===== config.mk =====
export PLATFORM = sky130hd
export DESIGN_NAME = sap_instruction_register_v2
export DESIGN_NICKNAME = d
export VERILOG_FILES = /design/src/rtl/sap_instruction_register_v2_pkg.sv /design/src/rtl/sap_instruction_register_v2.sv
export SDC_FILE = /design/constraint.sdc
export NUM_CORES = 1
export LEC_CHECK = 0
export ABC_CLOCK_PERIOD_IN_PS = 1900
export CAP_MARGIN = 20
export CORE_MARGIN = 2
export CORE_UTILIZATION = 47
export CTS_BUF_LIST = sky130_fd_sc_hd__clkbuf_2 sky130_fd_sc_hd__clkbuf_4 sky130_fd_sc_hd__clkbuf_8
export CTS_CLUSTER_SIZE = 16
export DETAILED_ROUTE_END_ITERATION = 7
export GPL_ROUTABILITY_DRIVEN = 0
export GPL_TIMING_DRIVEN = 0
export HOLD_SLACK_MARGIN = 0.15
export PLACE_DENSITY = 0.83
export SYNTH_ARGS = -nofsm -noshare
export SYNTH_HDL_FRONTEND = slang
export SYNTH_SLANG_ARGS = --single-unit

===== constraint.sdc =====
create_clock -name clock -period 1.9 [get_ports clock]
set_clock_uncertainty 0.1 [all_clocks]
set_input_delay 0.19 -clock clock [delete_from_list [all_inputs] [get_ports clock]]
set_output_delay 0.19 -clock clock [all_outputs]
set_load 0.03 [all_outputs]

===== src/rtl/sap_instruction_register_v2_pkg.sv =====
// Shared SAP definitions: instruction-register states, default widths and the
// opcode length decode that the controller also uses.
package sap_pkg;

    localparam int unsigned SAP_DATA_W   = 8;
    localparam int unsigned SAP_OPCODE_W = 8;

    typedef enum logic [1:0] {
        FETCH_OP  = 2'd0,
        FETCH_ARG = 2'd1,
        HOLD      = 2'd2
    } ir_state_t;

    // Operand words that follow an opcode, from its top two bits, capped at max_ops.
    function automatic int unsigned op_len(input logic [1:0] top_bits, input int unsigned max_ops);
        int unsigned n;
        case (top_bits)
            2'b00:   n = 32'd0;
            2'b01:   n = 32'd1;
            default: n = 32'd2;
        endcase
        if (n > max_ops) begin
            n = max_ops;
        end else begin
            n = n;
        end
        return n;
    endfunction

endpackage


===== src/rtl/sap_instruction_register_v2.sv =====
// Variable-length SAP instruction register: fetches an opcode word plus its operand
// words, holds them for the controller and drives a selected operand back to the bus.
module sap_instruction_register_v2
    import sap_pkg::*;
#(
    parameter int unsigned DATA_W       = SAP_DATA_W,
    parameter int unsigned OPCODE_W     = SAP_OPCODE_W,
    parameter int unsigned MAX_OPERANDS = 2,
    localparam int unsigned SEL_W       = (MAX_OPERANDS > 1) ? $clog2(MAX_OPERANDS) : 1,
    localparam int unsigned CNT_W       = $clog2(MAX_OPERANDS + 1)
) (
    input  logic                             clock,
    input  logic                             reset,
    input  logic                             flush,
    input  logic [DATA_W-1:0]                w_bus_in,
    input  logic                             load_valid,
    output logic                             load_ready,
    input  logic                             instr_done,
    input  logic                             output_to_bus,
    input  logic [SEL_W-1:0]                 operand_sel,
    output logic [OPCODE_W-1:0]              opcode,
    output logic [MAX_OPERANDS*DATA_W-1:0]   operands,
    output logic [CNT_W-1:0]                 operand_count,
    output logic                             instr_valid,
    output logic [DATA_W-1:0]                w_bus_out,
    output logic                             w_bus_oe
);

    ir_state_t                        state_r;
    ir_state_t                        state_next_s;
    logic [SEL_W-1:0]                 idx_r;
    logic [CNT_W-1:0]                 count_r;
    logic [OPCODE_W-1:0]              opcode_r;
    logic [MAX_OPERANDS*DATA_W-1:0]   operands_r;
    logic [DATA_W-1:0]                bus_out_r;
    logic                             bus_oe_r;
    logic                             accept_s;
    logic                             last_arg_s;
    logic [CNT_W-1:0]                 len_s;
    logic                             oe_next_s;
    logic [DATA_W-1:0]                out_next_s;

    assign load_ready    = (state_r != HOLD);
    assign instr_valid   = (state_r == HOLD);
    assign accept_s      = load_valid && load_ready && !flush;
    // Opcode length uses the top two opcode bits; OPCODE_W is assumed to be at least 2.
    assign len_s         = CNT_W'(op_len(w_bus_in[OPCODE_W-1 -: 2], MAX_OPERANDS));
    assign last_arg_s    = ((32'(idx_r) + 32'd1) == 32'(count_r));
    assign opcode        = opcode_r;
    assign operands      = operands_r;
    assign operand_count = count_r;
    assign w_bus_out     = bus_out_r;
    assign w_bus_oe      = bus_oe_r;

    // Next-state decode; flush overrides every state.
    always_comb begin
        state_next_s = state_r;
        if (flush) begin
            state_next_s = FETCH_OP;
        end else begin
            case (state_r)
                FETCH_OP: begin
                    if (accept_s) begin
                        state_next_s = (len_s == {CNT_W{1'b0}}) ? HOLD : FETCH_ARG;
                    end else begin
                        state_next_s = FETCH_OP;
                    end
                end
                FETCH_ARG: begin
                    if (accept_s && last_arg_s) begin
                        state_next_s = HOLD;
                    end else begin
                        state_next_s = FETCH_ARG;
                    end
                end
                HOLD: begin
                    if (instr_done) begin
                        state_next_s = FETCH_OP;
                    end else begin
                        state_next_s = HOLD;
                    end
                end
                default: state_next_s = FETCH_OP;
            endcase
        end
    end

    // Bus drive for the following cycle; out-of-range selects drive nothing.
    always_comb begin
        oe_next_s  = 1'b0;
        out_next_s = {DATA_W{1'b0}};
        if (output_to_bus && (state_r == HOLD) && (32'(operand_sel) < 32'(count_r))) begin
            oe_next_s  = 1'b1;
            out_next_s = operands_r[32'(operand_sel)*DATA_W +: DATA_W];
        end else begin
            oe_next_s  = 1'b0;
            out_next_s = {DATA_W{1'b0}};
        end
    end

    // State register.
    always_ff @(posedge clock or negedge reset) begin
        if (!reset) begin
            state_r <= FETCH_OP;
        end else begin
            state_r <= state_next_s;
        end
    end

    // Instruction storage: opcode, operand words, count and fill index.
    always_ff @(posedge clock or negedge reset) begin
        if (!reset) begin
            opcode_r   <= {OPCODE_W{1'b0}};
            operands_r <= {(MAX_OPERANDS*DATA_W){1'b0}};
            count_r    <= {CNT_W{1'b0}};
            idx_r      <= {SEL_W{1'b0}};
        end else if (flush) begin
            count_r <= {CNT_W{1'b0}};
            idx_r   <= {SEL_W{1'b0}};
        end else begin
            case (state_r)
                FETCH_OP: begin
                    if (accept_s) begin
                        opcode_r   <= w_bus_in[OPCODE_W-1:0];
                        operands_r <= {(MAX_OPERANDS*DATA_W){1'b0}};
                        count_r    <= len_s;
                        idx_r      <= {SEL_W{1'b0}};
                    end
                end
                FETCH_ARG: begin
                    if (accept_s) begin
                        operands_r[32'(idx_r)*DATA_W +: DATA_W] <= w_bus_in;
                        if (!last_arg_s) begin
                            idx_r <= idx_r + {{(SEL_W-1){1'b0}}, 1'b1};
                        end
                    end
                end
                default: begin
                end
            endcase
        end
    end

    // Registered bus output stage.
    always_ff @(posedge clock or negedge reset) begin
        if (!reset) begin
            bus_oe_r  <= 1'b0;
            bus_out_r <= {DATA_W{1'b0}};
        end else begin
            bus_oe_r  <= oe_next_s;
            bus_out_r <= out_next_s;
        end
    end

endmodule


==> results.rst, run 1 <==
.. list-table::
   :header-rows: 1

   * - Metric
     - Value
   * - Pleak
     - 0.978 nW
   * - Outcome
     - complete, no violations
   * - Floorplan die width
     - 61.7 um
   * - Reg2Reg Capture Point
     - opcode[0]
   * - Post-synthesis cell type count
     - 29
   * - Max VDD drop
     - 0.605 mV
   * - Count of filler cells inserted in the layout
     - 256
   * - Sum of net half-perimeters after detailed placement
     - 2520 um
   * - Headroom to the max-slew limit
     - 0.469
   * - Final global-route overflow total
     - 0
   * - Clock latency reported for the late side of the worst-skew pair
     - 0.34 ns
   * - DIE AREA
     - 3800 sq um
   * - DRT Wirelength
     - 3350 um
   * - Largest net degree at the start of global routing
     - 39
   * - Switching Power
     - 0.514 mW
   * - Flip-flop and latch count after synthesis
     - 38
   * - Critical path peak fanout
     - 9
   * - Final min period
     - 1.82 ns
   * - Cell at the root of the clock tree
     - sky130_fd_sc_hd__clkbuf_4
   * - Setup repair after global routing missed its margin
     - no
   * - Area overhead of the layout relative to synthesis
     - 39.6%
   * - Source of the critical timing path
     - state_r[0]
   * - Final total power
     - 1.76 mW
   * - Clock Power Share
     - 0.253
   * - Total iterations of the first detailed-routing run
     - 4
   * - Terminating pin of the worst hold path
     - w_bus_out[4]
   * - Maximum Capacitance Violations
     - 0
   * - Initial Utilization
     - 0.504
   * - Average cell area after synthesis
     - 12.8 sq um
   * - Antenna fix cells
     - 0
   * - DRT iter0 DRCs
     - 30
   * - Die Span Y
     - 61.7 um
   * - Cells on Worst Hold Path
     - 3
   * - Most common cell after layout, fill and taps aside
     - sky130_fd_sc_hd__clkdlybuf4s50_1
   * - Final routed wire length divided by cell count
     - 14.9 um
   * - Wire length of the first global-routing pass
     - 5440 um
   * - DRC violation count after routing
     - 0
   * - Number of global-route vias before repair
     - 1150
   * - Sequential share of the synthesized area
     - 0.608
   * - Clock transition at path regs
     - 0.11 ns
   * - Required @ worst endpoint
     - 1.61 ns
   * - CTS H-Tree Depth
     - 2
   * - WP data arrival
     - 1.53 ns
   * - Most used cells in the layout excluding fill and tap cells
     - 46 x sky130_fd_sc_hd__clkdlybuf4s50_1, 38 x sky130_fd_sc_hd__dfrtp_1, 16 x sky130_fd_sc_hd__a22o_1
   * - I/O pins
     - 52
   * - Instance count of the mapped netlist
     - 122
   * - Number of buffers on the longest clock path
     - 2
   * - Comb pwr share
     - 0.233
   * - Crit Path Class
     - reg -> out
   * - Type of the worst min-delay path
     - in -> reg
   * - Post-route fraction of the period consumed by the critical path
     - 0.956
   * - FF-to-FF setup slack
     - 0.19 ns
   * - Sw frac
     - 0.292
   * - Detailed-route vias per instance
     - 5.24
   * - Share of post-route cells with drive strength above 1
     - 0.144
   * - Maximum operating frequency
     - 551 MHz
   * - Power per Cell Area
     - 808 nW/um^2
   * - Startpoint of the lowest-slack register-to-register path
     - state_r[0]
   * - Startpoint Class
     - flip-flop
   * - Endpoint type of the worst setup path
     - primary output
   * - Final setup viols
     - 0
   * - Syn nets
     - 137
   * - Total number of placement rows
     - 20
   * - Total clock sinks
     - 38
   * - Count of input and output buffers
     - 49
   * - Warnings from Yosys
     - 0
   * - Hold Crit Start
     - operand_sel
   * - Post-route worst hold slack
     - 0.192 ns
   * - Net count reported at finish
     - 195
   * - Fin. Hold Viols
     - 0
   * - Number of clock buffers inserted by TritonCTS
     - 5
   * - Cell Int Power
     - 1.25 mW
   * - Mapped cell area
     - 1560 sq um
   * - Number of antenna violations at the first check in global routing
     - 0
   * - CTS tree
     - built
   * - Core ar.
     - 3100 sq um
   * - Total number of vias
     - 1179
   * - Number of cells on the worst reg-to-reg path
     - 3
   * - Max Slew Vio Count
     - 0
   * - Tightest Pin Transition
     - 0.796 ns
   * - Global-route usage over all layers
     - 0.203
   * - Antenna violation net count after detailed routing
     - 0
   * - Flop pwr share
     - 0.514
-- power by group through the flow --
stage	sequential [mW]	combinational (mW)	clock (mW)
finish	0.906	0.411	0.445
global route	0.915	0.436	0.502
CTS	0.907	0.414	0.456
detailed placement	0.923	0.411	0
global placement	0.919	0.405	0
floorplan	1.03	0.110	0
-- per-stage QoR --
| step | worst slack [ns] | TNS [ns] | area, sq um | instances | utilization |
|---|---|---|---|---|---|
| floorplan | 0.263 | 0 | 1560 | 122 | - |
| global placement | -0.222 | -8.39 | 2110 | 215 | 0.679 |
| detailed placement | 0.0284 | 0 | 2100 | 215 | 0.678 |
| CTS | 0.0701 | 0 | 2180 | 225 | 0.704 |
| global route | 0.00474 | 0 | 2180 | 225 | 0.703 |
| finish | 0.0836 | 0 | 2180 | 225 | 0.703 |
-- worst max-delay path, stage by stage (launching register included) --
cell and delay [ns]:
sky130_fd_sc_hd__dfrtp_1 0.40, sky130_fd_sc_hd__buf_6 0.14, sky130_fd_sc_hd__and2b_1 0.24, sky130_fd_sc_hd__dlygate4sd2_1 0.41
-- state kept, by name, indices dropped and copies added, names as in the netlist --
register and count:
operands 16, operand_count 2, idx_r 1, state_r 2
opcode 8, w_bus_oe 1, w_bus_out 8
-- layout make-up --
cell class | count | area (sq um) | area share
clock inverters | 1 | 5.00 | 0.00229
plain buffers | 6 | 41.3 | 0.0189
repair buffers | 51 | 499 | 0.229
clock buffers | 7 | 58.8 | 0.0270
well taps | 44 | 55.1 | 0.0252
inverters | 5 | 18.8 | 0.00861
flip-flops and latches | 38 | 951 | 0.436
multi-input cells | 73 | 552 | 0.253
-- repair_timing --
item,4_1_cts,5_1_grt
gates resized for setup,2,2
hold buffers,2,0
setup endpoints to repair,2,1
hold endpoints to repair,43,0
buffers inserted,0,0
-- Yosys cell counts --
cell type / count / area share
sky130_fd_sc_hd__nor4b_4: 1 / 0.015
sky130_fd_sc_hd__clkbuf_2: 1 / 0.0032
sky130_fd_sc_hd__or3_1: 1 / 0.0040
sky130_fd_sc_hd__dfrtp_1: 38 / 0.61
sky130_fd_sc_hd__and3_1: 1 / 0.0040
sky130_fd_sc_hd__nor2_1: 12 / 0.029
sky130_fd_sc_hd__o21ai_0: 4 / 0.013
sky130_fd_sc_hd__buf_2: 2 / 0.0064
sky130_fd_sc_hd__nor2b_1: 1 / 0.0040
sky130_fd_sc_hd__nand3_1: 1 / 0.0032
sky130_fd_sc_hd__nand2_1: 5 / 0.012
sky130_fd_sc_hd__and2b_1: 1 / 0.0048
sky130_fd_sc_hd__maj3_1: 1 / 0.0064
sky130_fd_sc_hd__o22ai_1: 1 / 0.0040
sky130_fd_sc_hd__a211oi_1: 1 / 0.0048
sky130_fd_sc_hd__mux2_2: 8 / 0.058
sky130_fd_sc_hd__buf_4: 2 / 0.0096
sky130_fd_sc_hd__a221oi_1: 1 / 0.0056
sky130_fd_sc_hd__buf_6: 1 / 0.0072
sky130_fd_sc_hd__mux2i_1: 8 / 0.051
sky130_fd_sc_hd__a22o_1: 16 / 0.090
sky130_fd_sc_hd__a2111oi_0: 1 / 0.0056
sky130_fd_sc_hd__a21oi_1: 3 / 0.0096
sky130_fd_sc_hd__nor4b_2: 1 / 0.0096
sky130_fd_sc_hd__inv_1: 5 / 0.012
sky130_fd_sc_hd__and2_1: 1 / 0.0040
sky130_fd_sc_hd__nand2b_1: 2 / 0.0080
sky130_fd_sc_hd__o21ai_1: 1 / 0.0032
sky130_fd_sc_hd__nand3b_1: 1 / 0.0048
-- how the worst max path moves through the flow --
stage	endpoint	slack, ns	cells past startpoint
2_1_floorplan	state_r[1]	0.26	6
3_3_place_gp	opcode[3]	-0.22	1
3_5_place_dp	opcode[0]	0.03	3
4_1_cts	load_ready	0.07	4
5_1_grt	instr_valid	0.005	3
6_report	instr_valid	0.08	3
-- layer usage --
metal	track usage	vias up	part of all wire
li1	-	553	-
met1	0.282	582	0.44
met2	0.301	37	0.49
met3	0.0504	7	0.047
met4	0.0942	0	0.019
met5	0	-	0
-- cell families after synthesis --
| logic type | share of synthesized area |
|---|---|
| compound gates | 0.135 |
| fa+ha+maj | 0.00641 |
| buf+inv | 0.0384 |
| flops | 0.608 |
| mux | 0.109 |
| simple gates | 0.102 |
Note: power is estimated with default switching activity, not from simulation.
==> run 2: changes to the inputs <==
--- a/config.mk
+++ b/config.mk
@@ -16,6 +16,7 @@
 export GPL_TIMING_DRIVEN = 0
 export HOLD_SLACK_MARGIN = 0.15
 export PLACE_DENSITY = 0.83
+export SKIP_CTS_REPAIR_TIMING = 1
 export SYNTH_ARGS = -nofsm -noshare
 export SYNTH_HDL_FRONTEND = slang
 export SYNTH_SLANG_ARGS = --single-unit
==> run 2 against run 1 <==
Against the previous run: flip-flop and latch count stayed put; die area stayed put; clock power hardly changed; combinational power hardly changed; clock-buffer cell count stayed put; routed wire length is 1.7% higher; first-iteration DRC count is 3.3% higher; worst setup slack better by 0.047 ns; sequential share of layout area is 0.22 points lower; final area is 0.52% higher; non-clock buffer count stayed put; critical endpoint is now operand_count[0]; highest routed layer unchanged.
==> results.rst, run 2 (synthesis gave the netlist of run 1 again) <==
.. list-table::
   :header-rows: 1

   * - Metric
     - Value
   * - Number of buffers on the longest clock path
     - 2 (unchanged)
   * - Core ar.
     - 3100 sq um (unchanged)
   * - Final min period
     - 1.77 ns (-0.0472 ns)
   * - Maximum operating frequency
     - 565 MHz (+2.7%)
   * - Clock latency reported for the late side of the worst-skew pair
     - 0.34 ns (about the same)
   * - Setup repair after global routing missed its margin
     - no
   * - Pleak
     - 0.992 nW (+1.5%)
   * - CTS tree
     - built
   * - List of cells traversed by the critical path
     - clkdlybuf4s50_1
   * - Floorplan die width
     - 61.7 um (unchanged)
   * - Area overhead of the layout relative to synthesis
     - 40.3%
   * - Sum of net half-perimeters after detailed placement
     - 2520 um (unchanged)
   * - Detailed-route vias per instance
     - 5.25 (+0.17%)
   * - Total number of vias
     - 1181 (+0.17%)
   * - Cell total after placement
     - 215 (unchanged)
   * - Power per Cell Area
     - 804 nW/um^2 (-0.44%)
   * - Fin cells
     - 225 (unchanged)
   * - Startpoint Class
     - flip-flop
   * - Required @ worst endpoint
     - 1.61 ns (about the same)
   * - Max Slew Vio Count
     - 0 (unchanged)
   * - CTS H-Tree Depth
     - 2 (unchanged)
   * - Slowest library cell on the worst path
     - sky130_fd_sc_hd__clkdlybuf4s50_1
   * - Number of global-route vias before repair
     - 1127 (-2.0%)
   * - Final global-route overflow total
     - 0 (unchanged)
   * - Wire length of the first global-routing pass
     - 5370 um (-1.4%)
   * - Reg2Reg Capture Point
     - opcode[0]
   * - Fin. Hold Viols
     - 0 (unchanged)
   * - Maximum Capacitance Violations
     - 0 (unchanged)
   * - Global-route usage over all layers
     - 0.201 (-0.00221)
   * - Startpoint of the lowest-slack register-to-register path
     - state_r[0]
   * - Max VDD drop
     - 0.606 mV (+0.15%)
   * - Critical path peak fanout
     - 6 (-3)
   * - Antenna fix cells
     - 0 (unchanged)
   * - Post-Place Setup Slack
     - 0.0284 ns (unchanged)
   * - Hold Crit Start
     - operand_sel
   * - Total number of placement rows
     - 20 (unchanged)
   * - DRT iter0 DRCs
     - 31 (+3.3%)
   * - Type of the worst min-delay path
     - in -> reg
   * - Initial Utilization
     - 0.504 (unchanged)
   * - Share of post-route cells with drive strength above 1
     - 0.138 (-0.00552)
   * - Combined buffer and inverter count along the critical path
     - 1 (-1)
   * - Crit Path Class
     - reg -> out
   * - Endpoint type of the worst setup path
     - primary output
   * - WP data arrival
     - 1.48 ns (-0.05 ns)
   * - Minimum setup slack in the final design
     - 0.131 ns (+0.0472 ns)
   * - Cells on Worst Hold Path
     - 3 (unchanged)
   * - DRT Wirelength
     - 3410 um (+1.7%)
   * - Most common cell after layout, fill and taps aside
     - sky130_fd_sc_hd__clkdlybuf4s50_1
   * - Antenna violation net count after detailed routing
     - 0 (unchanged)
   * - Number of antenna violations at the first check in global routing
     - 0 (unchanged)
   * - Dominant delay contributor by cell family on the critical path
     - buffers and inverters
   * - Post-route fraction of the period consumed by the critical path
     - 0.931 (-0.0248)
   * - FF-to-FF setup slack
     - 0.19 ns (about the same)
   * - Total iterations of the first detailed-routing run
     - 4 (unchanged)
   * - Number of cells on the worst reg-to-reg path
     - 3 (unchanged)
   * - Delay contributed by the slowest stage of the critical path
     - 0.70 ns (+0.29 ns)
   * - DRC violation count after routing
     - 0 (unchanged)
   * - Headroom to the max-slew limit
     - 0.460 (-0.00917)
   * - Terminating pin of the worst hold path
     - w_bus_out[4]
   * - DIE AREA
     - 3800 sq um (unchanged)
   * - Clock transition at path regs
     - 0.11 ns (about the same)
   * - Max FFs per register
     - 16 (unchanged)
   * - Number of clock buffers inserted by TritonCTS
     - 5 (unchanged)
   * - Final setup viols
     - 0 (unchanged)
   * - Most used cells in the layout excluding fill and tap cells
     - 46 x sky130_fd_sc_hd__clkdlybuf4s50_1, 38 x sky130_fd_sc_hd__dfrtp_1, 16 x sky130_fd_sc_hd__a22o_1
   * - Largest net degree at the start of global routing
     - 39 (unchanged)
   * - I/O pins
     - 52 (unchanged)
   * - Net count reported at finish
     - 195 (unchanged)
   * - Die Span Y
     - 61.7 um (unchanged)
   * - Final routed wire length divided by cell count
     - 15.1 um (+1.7%)
   * - Tightest Pin Transition
     - 0.810 ns (+0.0138 ns)
   * - Cell at the root of the clock tree
     - sky130_fd_sc_hd__clkbuf_4
   * - Count of input and output buffers
     - 49 (unchanged)
   * - Total clock sinks
     - 38 (unchanged)
   * - Outcome
     - complete, no violations
run 2: changes by cell type in the layout (fill, tap and decap cells not counted), sizes merged:
cell	before	now
clkbuf	9	8
dlymetal6s2s	0	2
dlygate4sd2	1	0
run 2: stage by stage:
stage	hold WS, ns	setup TNS, ns	power [mW]	util	instance area (sq um)
after floorplan	-0.206	0	1.14	-	1560
after global placement	0.392	-8.39	1.32	0.679	2110
after detailed placement	0.225	0	1.33	0.678	2100
after CTS	-0.150	-0.398	1.78	0.698	2170
after global routing	0.208	0	1.85	0.706	2190
final	0.191	0	1.76	0.706	2190
run 2: worst reg2reg max path: cells and delay by family (launching register included):
family | cells | cell delay [ns]
buf+inv | 1 | 0.14
mux | 1 | 0.40
simple gates | 1 | 0.56
flops | 1 | 0.40
run 2: metal layers:
| layer | share of wire | wire length (um) | vias to the layer above | track usage |
|---|---|---|---|---|
| li1 | - | - | 554 | - |
| met1 | 0.44 | 1490 | 584 | 0.281 |
| met2 | 0.50 | 1700 | 36 | 0.295 |
| met3 | 0.044 | 149 | 7 | 0.0504 |
| met4 | 0.019 | 65 | 0 | 0.0942 |
| met5 | 0 | 0 | - | 0 |
run 2: power by group:
part	leakage, nW	internal (mW)	switching, mW
logic	0.447	0.187	0.224
clock network	0.0387	0.194	0.251
registers	0.507	0.868	0.0389
total	0.992	1.25	0.514
run 2: how the worst max path moves through the flow:
stage / from / end / slack [ns] / cells past startpoint
2_1_floorplan: state_r[0] / state_r[1] / 0.26 / 6
3_3_place_gp: reset / opcode[3] / -0.22 / 1
3_5_place_dp: load_valid / opcode[0] / 0.03 / 3
4_1_cts: state_r[0] / load_ready / -0.21 / 4
5_1_grt: state_r[0] / state_r[1] / 0.07 / 4
6_report: operand_count[0] / operand_count[0] / 0.13 / 1
run 2: area by class of cell:
| cell class | count | area (sq um) |
|---|---|---|
| flip-flops and latches | 38 | 951 |
| well taps | 44 | 55.1 |
| fillers | 252 | 911 |
| plain buffers | 6 | 41.3 |
| clock inverters | 1 | 5.00 |
| multi-input cells | 73 | 552 |
| inverters | 5 | 18.8 |
| clock buffers | 7 | 58.8 |
| repair buffers | 51 | 510 |
